`src/rtl/pcie_rx_pkg.sv`:
```
// Shared constants, state encoding and credit helper for the PCIe RX MWr sink.
// TLP header fields arrive as 16-bit words, earlier wire byte in [15:8].
package pcie_rx_pkg;

    localparam logic [4:0] TYPE_MWR    = 5'b00000;
    localparam logic [1:0] TYPE_MSG_HI = 2'b10;
    localparam logic [4:0] TYPE_CPL    = 5'b01010;

    localparam int unsigned FMT_4DW      = 0;
    localparam int unsigned FMT_HAS_DATA = 1;

    localparam logic [3:0] HDR_WORDS_3DW  = 4'd6;
    localparam logic [3:0] HDR_WORDS_4DW  = 4'd8;
    localparam logic [9:0] MAX_PAYLOAD_DW = 10'd32;

    typedef enum logic [1:0] {
        ST_IDLE = 2'd0,
        ST_HDR  = 2'd1,
        ST_DATA = 2'd2,
        ST_DROP = 2'd3
    } rx_state_e;

    // ceil(len/4); len=0 encodes 1024 DW, so the result saturates at 255
    function automatic logic [7:0] pd_credits(input logic [9:0] len);
        logic [10:0] sum;
        sum = {1'b0, len} + 11'd3;
        if (len == 10'd0) begin
            pd_credits = 8'd255;
        end else if (sum[10:2] > 9'd255) begin
            pd_credits = 8'd255;
        end else begin
            pd_credits = sum[9:2];
        end
    endfunction

endpackage

```
`src/rtl/pcie_rx_credit_ret.sv`:
```
// Classifies a finished TLP and emits one-cycle credit release pulses
// in the cycle after the done strobe.
module pcie_rx_credit_ret
    import pcie_rx_pkg::*;
(
    input  logic       clk,
    input  logic       rstn,
    input  logic [1:0] fmt,
    input  logic [4:0] tlp_type,
    input  logic [9:0] len,
    input  logic       done,
    output logic       ph_processed,
    output logic       pd_processed,
    output logic [7:0] pd_num,
    output logic       nph_processed,
    output logic       npd_processed
);

    logic       posted_s;
    logic       cpl_s;
    logic       has_data_s;
    logic       unused_fmt_s;
    logic       ph_r;
    logic       pd_r;
    logic [7:0] pd_num_r;
    logic       nph_r;
    logic       npd_r;

    assign posted_s     = (fmt[FMT_HAS_DATA] && (tlp_type == TYPE_MWR)) || (tlp_type[4:3] == TYPE_MSG_HI);
    assign cpl_s        = (tlp_type == TYPE_CPL);
    assign has_data_s   = fmt[FMT_HAS_DATA];
    assign unused_fmt_s = fmt[FMT_4DW];

    // Registered credit pulses; completions never consume receiver credit
    always_ff @(posedge clk) begin
        if (!rstn) begin
            ph_r     <= 1'b0;
            pd_r     <= 1'b0;
            pd_num_r <= 8'd0;
            nph_r    <= 1'b0;
            npd_r    <= 1'b0;
        end else begin
            ph_r     <= done && posted_s;
            pd_r     <= done && posted_s && has_data_s;
            pd_num_r <= (done && posted_s && has_data_s) ? pd_credits(len) : 8'd0;
            nph_r    <= done && !posted_s && !cpl_s;
            npd_r    <= done && !posted_s && !cpl_s && has_data_s;
        end
    end

    assign ph_processed  = ph_r;
    assign pd_processed  = pd_r;
    assign pd_num        = pd_num_r;
    assign nph_processed = nph_r;
    assign npd_processed = npd_r;

endmodule

```
`src/rtl/pcie_rx_mwr_sink.sv`:
```
// Receives 16-bit TLP words, writes a single-byte LED register on a claimed
// MWr, returns flow-control credits and flags malformed or truncated TLPs.
module pcie_rx_mwr_sink
    import pcie_rx_pkg::*;
#(
    parameter int unsigned BAR_SEL    = 0,
    parameter logic [11:0] LED_OFFSET = 12'h000,
    parameter logic [7:0]  LED_RESET  = 8'hFE
) (
    input  logic        clk,
    input  logic        rstn,
    input  logic [15:0] rx_data,
    input  logic        rx_st,
    input  logic        rx_end,
    input  logic [6:0]  rx_bar_hit,
    output logic [7:0]  led_out,
    output logic        wr_strobe,
    output logic        ph_processed,
    output logic        pd_processed,
    output logic [7:0]  pd_num,
    output logic        nph_processed,
    output logic        npd_processed,
    output logic        err,
    output logic [7:0]  drop_cnt
);

    rx_state_e   state_r, state_n_s;
    logic [3:0]  idx_r;
    logic [1:0]  fmt_r;
    logic [4:0]  type_r;
    logic        bar_r;
    logic [9:0]  len_r;
    logic        be0_r;
    logic        off_ok_r;
    logic [7:0]  data_r;
    logic        have_data_r;
    logic [7:0]  led_r;
    logic        wr_strobe_r;
    logic        err_r;
    logic [7:0]  drop_cnt_r;

    logic [3:0]  hdr_last_s;
    logic        off_match_s;
    logic        off_ok_s;
    logic        claim_s;
    logic        commit_s;
    logic [7:0]  led_byte_s;
    logic        len_bad_s;
    logic        done_s;
    logic        trunc_s;
    logic        abandon_s;
    logic        unused_bar_s;

    assign hdr_last_s   = fmt_r[FMT_4DW] ? (HDR_WORDS_4DW - 4'd1) : (HDR_WORDS_3DW - 4'd1);
    assign off_match_s  = (rx_data[11:2] == LED_OFFSET[11:2]);
    // A TLP may end on its last header word, before the offset has been latched
    assign off_ok_s     = (state_r == ST_HDR) ? off_match_s : off_ok_r;
    assign claim_s      = fmt_r[FMT_HAS_DATA] && (type_r == TYPE_MWR) && bar_r && off_ok_s
                          && (len_r == 10'd1) && be0_r;
    assign led_byte_s   = have_data_r ? data_r : rx_data[15:8];
    assign len_bad_s    = fmt_r[FMT_HAS_DATA] && ((len_r == 10'd0) || (len_r > MAX_PAYLOAD_DW));
    assign unused_bar_s = ^rx_bar_hit;

    // Next-state and TLP boundary events; rx_st always restarts header parsing
    always_comb begin
        state_n_s = state_r;
        done_s    = 1'b0;
        trunc_s   = 1'b0;
        abandon_s = 1'b0;
        if (rx_st) begin
            abandon_s = (state_r != ST_IDLE);
            if (rx_end) begin
                trunc_s   = 1'b1;
                state_n_s = ST_IDLE;
            end else begin
                state_n_s = ST_HDR;
            end
        end else begin
            case (state_r)
                ST_IDLE: state_n_s = ST_IDLE;
                ST_HDR: begin
                    if (idx_r == hdr_last_s) begin
                        if (rx_end) begin
                            done_s    = 1'b1;
                            state_n_s = ST_IDLE;
                        end else if (fmt_r[FMT_HAS_DATA]) begin
                            state_n_s = ST_DATA;
                        end else begin
                            state_n_s = ST_DROP;
                        end
                    end else if (rx_end) begin
                        trunc_s   = 1'b1;
                        state_n_s = ST_IDLE;
                    end else begin
                        state_n_s = ST_HDR;
                    end
                end
                ST_DATA, ST_DROP: begin
                    if (rx_end) begin
                        done_s    = 1'b1;
                        state_n_s = ST_IDLE;
                    end else begin
                        state_n_s = state_r;
                    end
                end
                default: state_n_s = ST_IDLE;
            endcase
        end
    end

    assign commit_s = done_s && claim_s && (state_r == ST_DATA);

    // State register
    always_ff @(posedge clk) begin
        if (!rstn) begin
            state_r <= ST_IDLE;
        end else begin
            state_r <= state_n_s;
        end
    end

    // Header field capture; idx_r holds the index of the word currently on rx_data
    always_ff @(posedge clk) begin
        if (!rstn) begin
            idx_r       <= 4'd0;
            fmt_r       <= 2'd0;
            type_r      <= 5'd0;
            bar_r       <= 1'b0;
            len_r       <= 10'd0;
            be0_r       <= 1'b0;
            off_ok_r    <= 1'b0;
            data_r      <= 8'd0;
            have_data_r <= 1'b0;
        end else if (rx_st) begin
            idx_r       <= 4'd1;
            fmt_r       <= rx_data[14:13];
            type_r      <= rx_data[12:8];
            bar_r       <= rx_bar_hit[BAR_SEL];
            len_r       <= 10'd0;
            be0_r       <= 1'b0;
            off_ok_r    <= 1'b0;
            have_data_r <= 1'b0;
        end else if (state_r == ST_HDR) begin
            idx_r <= idx_r + 4'd1;
            if (idx_r == 4'd1) len_r <= rx_data[9:0];
            if (idx_r == 4'd3) be0_r <= rx_data[0];
            if (idx_r == hdr_last_s) off_ok_r <= off_match_s;
        end else if ((state_r == ST_DATA) && !have_data_r) begin
            data_r      <= rx_data[15:8];
            have_data_r <= 1'b1;
        end
    end

    // LED register, write strobe, error pulse and drop counter
    always_ff @(posedge clk) begin
        if (!rstn) begin
            led_r       <= LED_RESET;
            wr_strobe_r <= 1'b0;
            err_r       <= 1'b0;
            drop_cnt_r  <= 8'd0;
        end else begin
            wr_strobe_r <= commit_s;
            if (commit_s) led_r <= led_byte_s;
            err_r <= trunc_s || abandon_s || (done_s && len_bad_s);
            if (done_s && !claim_s && (drop_cnt_r != 8'd255)) drop_cnt_r <= drop_cnt_r + 8'd1;
        end
    end

    pcie_rx_credit_ret u_credit (
        .clk           (clk),
        .rstn          (rstn),
        .fmt           (fmt_r),
        .tlp_type      (type_r),
        .len           (len_r),
        .done          (done_s),
        .ph_processed  (ph_processed),
        .pd_processed  (pd_processed),
        .pd_num        (pd_num),
        .nph_processed (nph_processed),
        .npd_processed (npd_processed)
    );

    assign led_out   = led_r;
    assign wr_strobe = wr_strobe_r;
    assign err       = err_r;
    assign drop_cnt  = drop_cnt_r;

endmodule

```
`config.mk`:
```
export PLATFORM = sky130hd
export DESIGN_NAME = pcie_rx_mwr_sink
export DESIGN_NICKNAME = d
export VERILOG_FILES = /design/src/rtl/pcie_rx_pkg.sv /design/src/rtl/pcie_rx_credit_ret.sv /design/src/rtl/pcie_rx_mwr_sink.sv
export SDC_FILE = /design/constraint.sdc
export NUM_CORES = 1
export LEC_CHECK = 0
export CORE_MARGIN = 2
export CORE_UTILIZATION = 40
export CTS_BUF_LIST = sky130_fd_sc_hd__clkbuf_8 sky130_fd_sc_hd__clkbuf_16
export CTS_CLUSTER_DIAMETER = 80
export DETAILED_ROUTE_END_ITERATION = 10
export SYNTH_ARGS = -nofsm -noshare
export SYNTH_HDL_FRONTEND = slang
export SYNTH_SLANG_ARGS = --single-unit
```
`constraint.sdc`:
```
create_clock -name clk -period 6.11 [get_ports clk]
set_clock_uncertainty 0.1 [all_clocks]
set_input_delay 0.611 -clock clk [delete_from_list [all_inputs] [get_ports clk]]
set_output_delay 0.611 -clock clk [all_outputs]
set_load 0.05 [all_outputs]
```
==> results of run 1 <==
-- per-stage QoR --
step | setup WS [ns] | instances | instance area (um2) | util
after floorplan | 3.80 | 307 | 2820 | -
after global placement | 3.07 | 443 | 3410 | 0.502
after detailed placement | 3.03 | 443 | 3410 | 0.502
after CTS | 3.34 | 459 | 3620 | 0.533
after global routing | 3.16 | 459 | 3620 | 0.533
final | 3.32 | 459 | 3620 | 0.533
-- worst min-delay path, delay by kind of cell (launching register included) --
kind / cells / cell delay (ns)
flip-flops: 1 / 0.31
AND/OR/NAND/NOR: 1 / 0.05
AO/OA/AOI/OAI: 1 / 0.05
-- synth_stat cells, types with 4 or more instances --
| master | instances |
|---|---|
| nor4_1 | 7 |
| nand2_1 | 38 |
| xor2_1 | 4 |
| nand2b_1 | 10 |
| nor2_1 | 37 |
| a21oi_1 | 21 |
| or4_1 | 4 |
| mux2_2 | 8 |
| clkbuf_1 | 10 |
| nor2b_1 | 4 |
| dfxtp_1 | 65 |
| inv_1 | 5 |
| nand3_1 | 5 |
| mux2i_1 | 33 |
| xnor2_1 | 5 |
| nand4_1 | 4 |
| o21ai_0 | 5 |
-- area by class of cell --
cell class              instances  area share
multi-input cells             225       0.402
flip-flops and latches         65       0.359
repair buffers                 52       0.142
clock buffers                   9      0.0342
well taps                      96      0.0332
clock inverters                 7      0.0242
inverters                       5     0.00518
-- where the power goes --
group	leakage (nW)	internal (mW)	switching [mW]	total, mW
clock network	0.108	0.226	0.164	0.390
logic	0.732	0.0259	0.0266	0.0525
registers	0.526	0.429	0.00591	0.435
total	1.37	0.680	0.196	0.877
-- flip-flops by register name, summed over array words and instances, names as in the netlist, 2 cells and up --
name and flops:
fmt_r 2, idx_r 4, state_r 2, data_r 8, type_r 5, len_r 10
drop_cnt 8, u_credit.pd_num 8, led_out 8
-- cells by family after synthesis --
logic type / after synthesis / share of synthesized area
AND/OR/NAND/NOR: 135 / 0.246
buffers and inverters: 17 / 0.0240
flip-flops: 65 / 0.462
XOR/XNOR: 9 / 0.0280
multiplexers: 41 / 0.149
AO/OA/AOI/OAI: 37 / 0.0773
adder cells (fa/ha/maj): 3 / 0.0133
-- worst paths after layout --
| check | startpoint | to | cells after the start |
|---|---|---|---|
| max | rx_st | drop_cnt[7]$_SDFFE_PN0P_ | 5 |
| min | data_r[5]$_SDFFE_PN0P_ | data_r[5]$_SDFFE_PN0P_ | 2 |
| max reg2reg | len_r[6]$_SDFFE_PP0P_ | drop_cnt[7]$_SDFFE_PN0P_ | 5 |
| min reg2reg | data_r[5]$_SDFFE_PN0P_ | data_r[5]$_SDFFE_PN0P_ | 2 |
-- routing by layer --
metal  GRT usage  vias up  routed length [um]
met5           0        -                   0
met4      0.0671        0                 100
met3      0.0509        8                 205
met2       0.268       37                2800
met1       0.223     1096                3170
li1            -     1177                   -
==> impl_metrics.csv, run 1 <==
group,metric,value,unit
clocking,clkSlewWorstSetupHoldPaths,0.07,ns
synth,yosys-top-cells-area,"dfxtp_1 46%, mux2i_1 12%, nand2_1 5.1%",
synth,synth_area_leader_cell,"dfxtp_1",
sta,worst_pin_slew,0.819,ns
pwr,vdd_drop_max,0.139,mV
pwr,power_per_cell_area,242,mW/mm2
pwr,totalPowerFinal,0.877,mW
drt,vias,2318,
sta,setup-tns-final,0,ns
global_routing,grt_pass1_vias,2143,
setup_path,path_buf_inv,1,
hold_path,min_path_type,"register to register",
synth,async_flop_share,0,
placement,hpwl,4440,um
floorplan,design.core.area,0.00679,mm2
final_layout,multi_input_area,0.00145,mm2
clocking,clock-sinks,65,
synth,ys_seq_elements,65,
final_layout,diodes,0,
setup_path,critical_path.cell_chain,"clkdlybuf4s50_1 -> nor2b_1 -> nand2_1 -> or4_2 -> a21oi_1",
final_layout,final_layout_size_suffix_gt1_frac,0.0937,
sta,min_period,2.79,ns
synth,avgSynthCellArea,9.17,um2
clocking,cts_resized,0,
final_layout,area_growth,28.6,%
sta,setup-violations-final,0,
setup_path,end_kind,"register",
floorplan,io_pins,57,
clocking,tritoncts,"yes",
clocking,cts_buffers,9,
setup_path,regToRegSetupSlack,3.75,ns
synth,netlist-cell-type-count,43,
pwr,leakagePower,1.37,nW
synth,syn-num-nets,337,
synth,synthCells,307,
setup_path,arrival,2.95,ns
clocking,insertion_delay,0.34,ns
drt,remaining_drc_errors,0,
run_status,status,"finished, final reports clean",
sta,relSlewSlack,0.449,
flow_run,drv_cap,0,
floorplan,dieArea,0.00773,mm2
placement,gp_congestion,0.833,
sta,slew_viol_final,0,
placement,portBuffers,50,
synth,synth_edf_count,0,
floorplan,start_util,0.415,
final_layout,regArea,0.00130,mm2
final_layout,layout.nets,388,
global_routing,antenna_found_initial,0,
drt,drtIter0Drc,102,
sta,hold_violations,0,
sta,rsz0062_at_grt,"false",
final_layout,layout_commonest_cell,"dfxtp_1",
sta,fin_crit_sh,0.457,
synth,ys.warnings.count,0,
floorplan,die_y,87.9,um
drt,via_per_inst,5.05,
setup_path,slowest_delay,0.83,ns
drt,drt-total-wl,6270,um
setup_path,worstSetupStartpointType,"input port",
global_routing,overflow,0,
synth,yosysTopAreaCellShare,0.462,
global_routing,grt_pass1_wl,10200,um
drt,avgRoutedWirePerCell,13.7,um
drt,ant_nets,0,
clocking,hold_buffers,0,
global_routing,grt_usage,0.171,
final_layout,layout_common_cells,"65 x dfxtp_1, 50 x clkdlybuf4s50_1, 38 x nand2_1",
clocking,clockRootBuffer,"clkbuf_8",
floorplan,die_w,87.9,um
clocking,cts_buffer_depth,2,
sta,whs,0.359,ns
clocking,post_cts.repair.setup_buffers,0,
global_routing,grt_max_degree,28,
drt,drt_pass1_iterations,4,
synth,syn_area,0.00282,mm2
synth,synthFlopType,"dfxtp_1",
floorplan,rows,30,
setup_path,slowest_stage,"clkdlybuf4s50_1",
clocking,htreeDepth,3,
setup_path,worst-path-max-fanout,17,
setup_path,cpLargestDelayFamily,"simple AND/OR/NAND/NOR gates",
setup_path,criticalPathCategory,"input port to register",
final_layout,fillers,630,
synth,yosysSeqAreaShare,0.462,
sta,max_freq,0.358,GHz
setup_path,cp.required,6.27,ns
No activity file was read; power rests on OpenSTA's default activity.
==> inputs of run 2 (changes only) <==
==> constraint.sdc (replaced) <==
create_clock -name clk -period 2.6 [get_ports clk]
set_clock_uncertainty 0.1 [all_clocks]
set_input_delay 0.26 -clock clk [delete_from_list [all_inputs] [get_ports clk]]
set_output_delay 0.26 -clock clk [all_outputs]
set_load 0.05 [all_outputs]
==> run 2 against run 1 <==
Net effect: routed wire length is 0.91% higher; die area unchanged; count of clock-buffer cells in the layout rose by 1; critical path depth increased by 1.
==> impl_metrics.csv, run 2 (same netlist as run 1, synthesis figures left out) <==
group,metric,value,unit
sta,max_freq,0.436,GHz
pwr,vdd_drop_max,0.324,mV
drt,remaining_drc_errors,0,
final_layout,area_growth,29.9,%
clocking,clockRootBuffer,"clkbuf_8",
clocking,clkSlewWorstSetupHoldPaths,0.07,ns
flow_run,drv_cap,0,
floorplan,rows,30,
clocking,insertion_delay,0.35,ns
run_status,status,"finished, final reports clean",
clocking,htreeDepth,3,
sta,worst_pin_slew,0.687,ns
sta,rsz0062_at_grt,"false",
clocking,hold_buffers,0,
pwr,power_per_cell_area,545,mW/mm2
final_layout,top_register,"len_r",
final_layout,final_core_util,0.538,
sta,setup-violations-final,0,
floorplan,design.core.area,0.00679,mm2
sta,hold_violations,0,
setup_path,worstSetupStartpointType,"register",
pwr,leakagePower,1.39,nW
floorplan,die_w,87.9,um
setup_path,criticalPathCategory,"register to register",
setup_path,end_kind,"register",
clocking,clock-sinks,65,
drt,vias,2320,
setup_path,worst-path-max-fanout,9,
global_routing,grt_max_degree,23,
sta,slew_viol_final,0,
global_routing,grt_pass1_vias,2230,
hold_path,min_path_type,"register to register",
sta,setup-tns-final,0,ns
floorplan,start_util,0.415,
drt,via_per_inst,4.98,
sta,min_period,2.29,ns
drt,drt_pass1_iterations,4,
clocking,tritoncts,"yes",
placement,hpwl,4620,um
final_layout,layout.nets,395,
clocking,cts_buffers,9,
placement,portBuffers,50,
clocking,cts_buffer_depth,2,
sta,fin_crit_sh,0.882,
global_routing,overflow,0,
placement,gp_congestion,0.850,
sta,whs,0.352,ns
drt,drt-total-wl,6330,um
final_layout,layout_commonest_cell,"dfxtp_1",
final_layout,final_layout_size_suffix_gt1_frac,0.114,
clocking,cts_resized,0,
setup_path,cp.required,2.73,ns
drt,drtIter0Drc,135,
global_routing,grt_pass1_wl,10300,um
global_routing,antenna_found_initial,0,
floorplan,die_y,87.9,um
final_layout,layout_common_cells,"65 x dfxtp_1, 50 x clkdlybuf4s50_1, 38 x nand2_1",
setup_path,arrival,2.43,ns
drt,avgRoutedWirePerCell,13.6,um
sta,relSlewSlack,0.542,
global_routing,grt_usage,0.173,
clocking,post_cts.repair.setup_buffers,0,
final_layout,largest_reg_flops,10,
final_layout,diodes,0,
drt,ant_nets,0,
floorplan,io_pins,57,
floorplan,dieArea,0.00773,mm2
==> run 2: cell types whose count changed in the layout (fill, tap and decap cells not counted) <==
cell / before / now
clkbuf_8: 9 / 10
bufinv_16: 2 / 1
inv_1: 7 / 6
buf_4: 2 / 9
clkinv_2: 1 / 2
==> run 2: power breakdown <==
part	switching, mW	leakage [nW]	internal, mW
clock	0.382	0.0995	0.461
sequential	0.0138	0.526	1.01
combinational	0.0639	0.767	0.0648
total	0.460	1.39	1.53
==> run 2: layout make-up <==
cell class	count	area, um2
fillers	662	3140
multi-input cells	225	1450
flip-flops and latches	65	1300
repair buffers	59	568
clock buffers	10	138
well taps	96	120
clock inverters	6	58.8
inverters	5	18.8
==> run 2: critical path, stage by stage (launching register included) <==
cell     delay, ns
dfxtp_1       0.35
or4_1         0.55
or3_4         0.38
nor4_2        0.28
buf_4         0.25
mux2i_1       0.20
nand2_1       0.06
==> run 2: final timing paths <==
check                          from                 endpoint  slack [ns]  cells after the start
max reg2reg   len_r[6]$_SDFFE_PP0P_  led_out[4]$_SDFFE_PN1P_        0.31                      6
min reg2reg  data_r[0]$_SDFFE_PN0P_   data_r[0]$_SDFFE_PN0P_        0.35                      2
min          data_r[0]$_SDFFE_PN0P_   data_r[0]$_SDFFE_PN0P_        0.35                      2
max           len_r[6]$_SDFFE_PP0P_  led_out[4]$_SDFFE_PN1P_        0.31                      6
==> run 2: metrics by stage <==
stage          cell area [um2]  setup slack [ns]  std cells  power, mW
4_1_cts                   3660             0.290        466       2.02
2_1_floorplan             2820             0.294        307       1.11
6_report                  3660             0.307        466       1.99
3_3_place_gp              3460             0.289        450       1.17
3_5_place_dp              3460             0.236        450       1.17
5_1_grt                   3660             0.137        466       2.08
==> run 2: routing by layer <==
layer,part of all wire,vias to the layer above,global-route usage
met3,0.045,10,0.0490
li1,-,1189,-
met4,0.017,0,0.0881
met5,0,-,0
met2,0.45,53,0.270
met1,0.48,1068,0.220
==> variant: new RTL, flow settings as in run 1 <==
Reset style: asynchronous (`rstn`), changed in 4 clocked blocks.
--- a/src/rtl/pcie_rx_credit_ret.sv
+++ b/src/rtl/pcie_rx_credit_ret.sv
@@ -32,7 +32,7 @@
     assign unused_fmt_s = fmt[FMT_4DW];
 
     // Registered credit pulses; completions never consume receiver credit
-    always_ff @(posedge clk) begin
+    always_ff @(posedge clk or negedge rstn) begin
         if (!rstn) begin
             ph_r     <= 1'b0;
             pd_r     <= 1'b0;
--- a/src/rtl/pcie_rx_mwr_sink.sv
+++ b/src/rtl/pcie_rx_mwr_sink.sv
@@ -111,7 +111,7 @@
     assign commit_s = done_s && claim_s && (state_r == ST_DATA);
 
     // State register
-    always_ff @(posedge clk) begin
+    always_ff @(posedge clk or negedge rstn) begin
         if (!rstn) begin
             state_r <= ST_IDLE;
         end else begin
@@ -120,7 +120,7 @@
     end
 
     // Header field capture; idx_r holds the index of the word currently on rx_data
-    always_ff @(posedge clk) begin
+    always_ff @(posedge clk or negedge rstn) begin
         if (!rstn) begin
             idx_r       <= 4'd0;
             fmt_r       <= 2'd0;
@@ -152,7 +152,7 @@
     end
 
     // LED register, write strobe, error pulse and drop counter
-    always_ff @(posedge clk) begin
+    always_ff @(posedge clk or negedge rstn) begin
         if (!rstn) begin
             led_r       <= LED_RESET;
             wr_strobe_r <= 1'b0;
Behaviour: differs if rstn is asserted again (counterexample within 4 cycles, from zero or initial values and one cycle with rstn low); with rstn held inactive, the same outputs for 10 cycles.
==> variant against run 1 <==
  * Wire length decreased by 4.7%
  * Design area increased by 4.4%
  * Via count decreased by 10%
  * Fmax increased by 6.3%
  * Synthesized area increased by 5.8%
  * Worst setup slack improved by 170 ps
  * Sequential cell count unchanged
  * Largest cell class is now registers
Power is not compared: it rests on default switching activity, and its combinational part moved more than twofold at a synthesized area within 25%.
==> variant: results (changes against run 1) <==
Post-Syn Nets 289 (was 337); vias in the first global route 2048 (was 2143); largest net degree at the start of global routing 66 (was 28); complex-gate fraction of the synthesized area 0.0647 (was 0.0773); share of cells above drive strength 1 0.157 (was 0.0937); Async SR Flop Fraction 1.00 (was 0); Synth area leaders dfrtp_1 49%, mux2i_1 6.7%, dfstp_2 6.2% (was dfxtp_1 46%, mux2i_1 12%, nand2_1 5.1%); met3 usage 0.0367 (was 0.0509); Crit path largest cell delay 600 ps (was 830 ps); CTS max path bufs 2 (unchanged); routing usage on met2 0.241 (was 0.268); post-CTS setup buffers 0 (unchanged); Critical-path top delay cell or4_4 (was clkdlybuf4s50_1); NetSw about 0.00025 W; Cell variety after synth 41 (was 43); Num CTS Buffers 9 (unchanged); Clk pin slew, worst setup/hold paths 70 ps (about the same); Largest Register len_r (unchanged); routability-driven placement congestion ratio 0.768 (was 0.833); Via Count 2087 (was 2318); post-synthesis mux area share 0.133 (was 0.149); Total GRT Usage 0.157 (was 0.171); Synth Area in Adders 0.0126 (was 0.0133); Clock H-tree levels 3 (unchanged); first-pass GRT wire length 10100 um (was 10200 um); DR iter-0 viols 74 (was 102); antenna cells 0 (unchanged); status complete, no violations (unchanged); port bufs 50 (unchanged); worst-path maximum fanout 8 (was 17); GRT met1 Usage 0.211 (was 0.223); Root Driver clkbuf_8 (unchanged); Post-CTS Resized 0 (unchanged); Hold Path Class input pin to async pin (was flop to flop); Synth Area in XOR/XNOR 0.0441 (was 0.0280); post-synthesis sequential area ratio 0.549 (was 0.462); Synth warnings 0 (unchanged); Final #Nets 344 (was 388); wire length per cell 14.3 um (was 13.7 um); Least-Margin Pin Slew 838 ps (was 819 ps); iteration count of the initial detailed-routing pass 4 (unchanged); max FFs per register 10 (unchanged); Commonest cells post-synth 58 x dfrtp_1, 31 x nor2_1, 20 x mux2i_1 (was 65 x dfxtp_1, 38 x nand2_1, 37 x nor2_1); Register-to-Register Setup Slack 3480 ps (was 3750 ps); antenna violations before repair 0 (unchanged); Detail Placement HPWL 4120 um (was 4440 um); Filler Cell Count 665 (was 630); Clock Latency Late Sink 340 ps (about the same); CP top delay family simple AND/OR/NAND/NOR gates (unchanged); VDD IR-drop max 0.0969 mV; leakage 1.69 nW
[variant: cell count changes in the layout (fill, tap and decap cells not counted), sizes merged, moves of 6 or more]
| cell | change |
|---|---|
| dfstp | +7 |
| nor2 | -6 |
| dfrtp | +58 |
| dfxtp | -65 |
| nand2b | -6 |
| nand2 | -30 |
| mux2 | +9 |
| xnor2 | +7 |
| mux2i | -13 |
[variant: path summary, 6_finish.rpt]
path,start,endpoint,depth (start not counted)
max reg2reg,len_r[6],drop_cnt[1],5
max,len_r[6],drop_cnt[1],5
min reg2reg,led_out[5],led_out[5],2
min in group clk,led_out[5],led_out[5],2
min,rstn,len_r[8],2
max in group asynchronous,rstn,off_ok_r,2
[variant: area by class of cell]
type	instances	share of cell area
clock buffer	10	0.0364
sequential	65	0.433
timing repair buffer	54	0.139
multi-input combinational	179	0.338
tap	99	0.0328
clock inverter	6	0.0156
inverter	5	0.00497
[variant: kinds of logic (layout without fill, tap and decap cells)]
group           after synthesis  after routing
xor+xnor                     15             15
compound gates               34             34
flops                        65             65
mux                          37             37
fa+ha+maj                     3              3
buf+inv                      15             75
simple gates                 90             90
[variant: per-stage QoR]
| stage | util | std cells | hold slack, ps | area (um^2) | worst slack (ps) |
|---|---|---|---|---|---|
| floorplan | - | 259 | 215 | 2980 | 3540 |
| global placement | 0.497 | 402 | 376 | 3580 | 3110 |
| detailed placement | 0.497 | 402 | 391 | 3580 | 3090 |
| CTS | 0.524 | 418 | 376 | 3780 | 3470 |
| global route | 0.524 | 418 | 411 | 3780 | 3410 |
| finish | 0.524 | 418 | 354 | 3780 | 3480 |
[variant: per-layer routing]
layer  part of all wire  vias up
li1                   -     1028
met1               0.47     1013
met2               0.47       36
met3              0.040       10
met4              0.019        0
met5                  0        -
[variant: power by group through the flow]
stage | clock (W) | sequential [W] | combinational (W)
2_1_floorplan | 0 | 0.000482 | 0.0000667
3_5_place_dp | 0 | 0.000477 | 0.000119
6_report | 0.000360 | 0.000469 | 0.000117
4_1_cts | 0.000371 | 0.000469 | 0.000119
3_3_place_gp | 0 | 0.000476 | 0.000118
5_1_grt | 0.000393 | 0.000473 | 0.000129
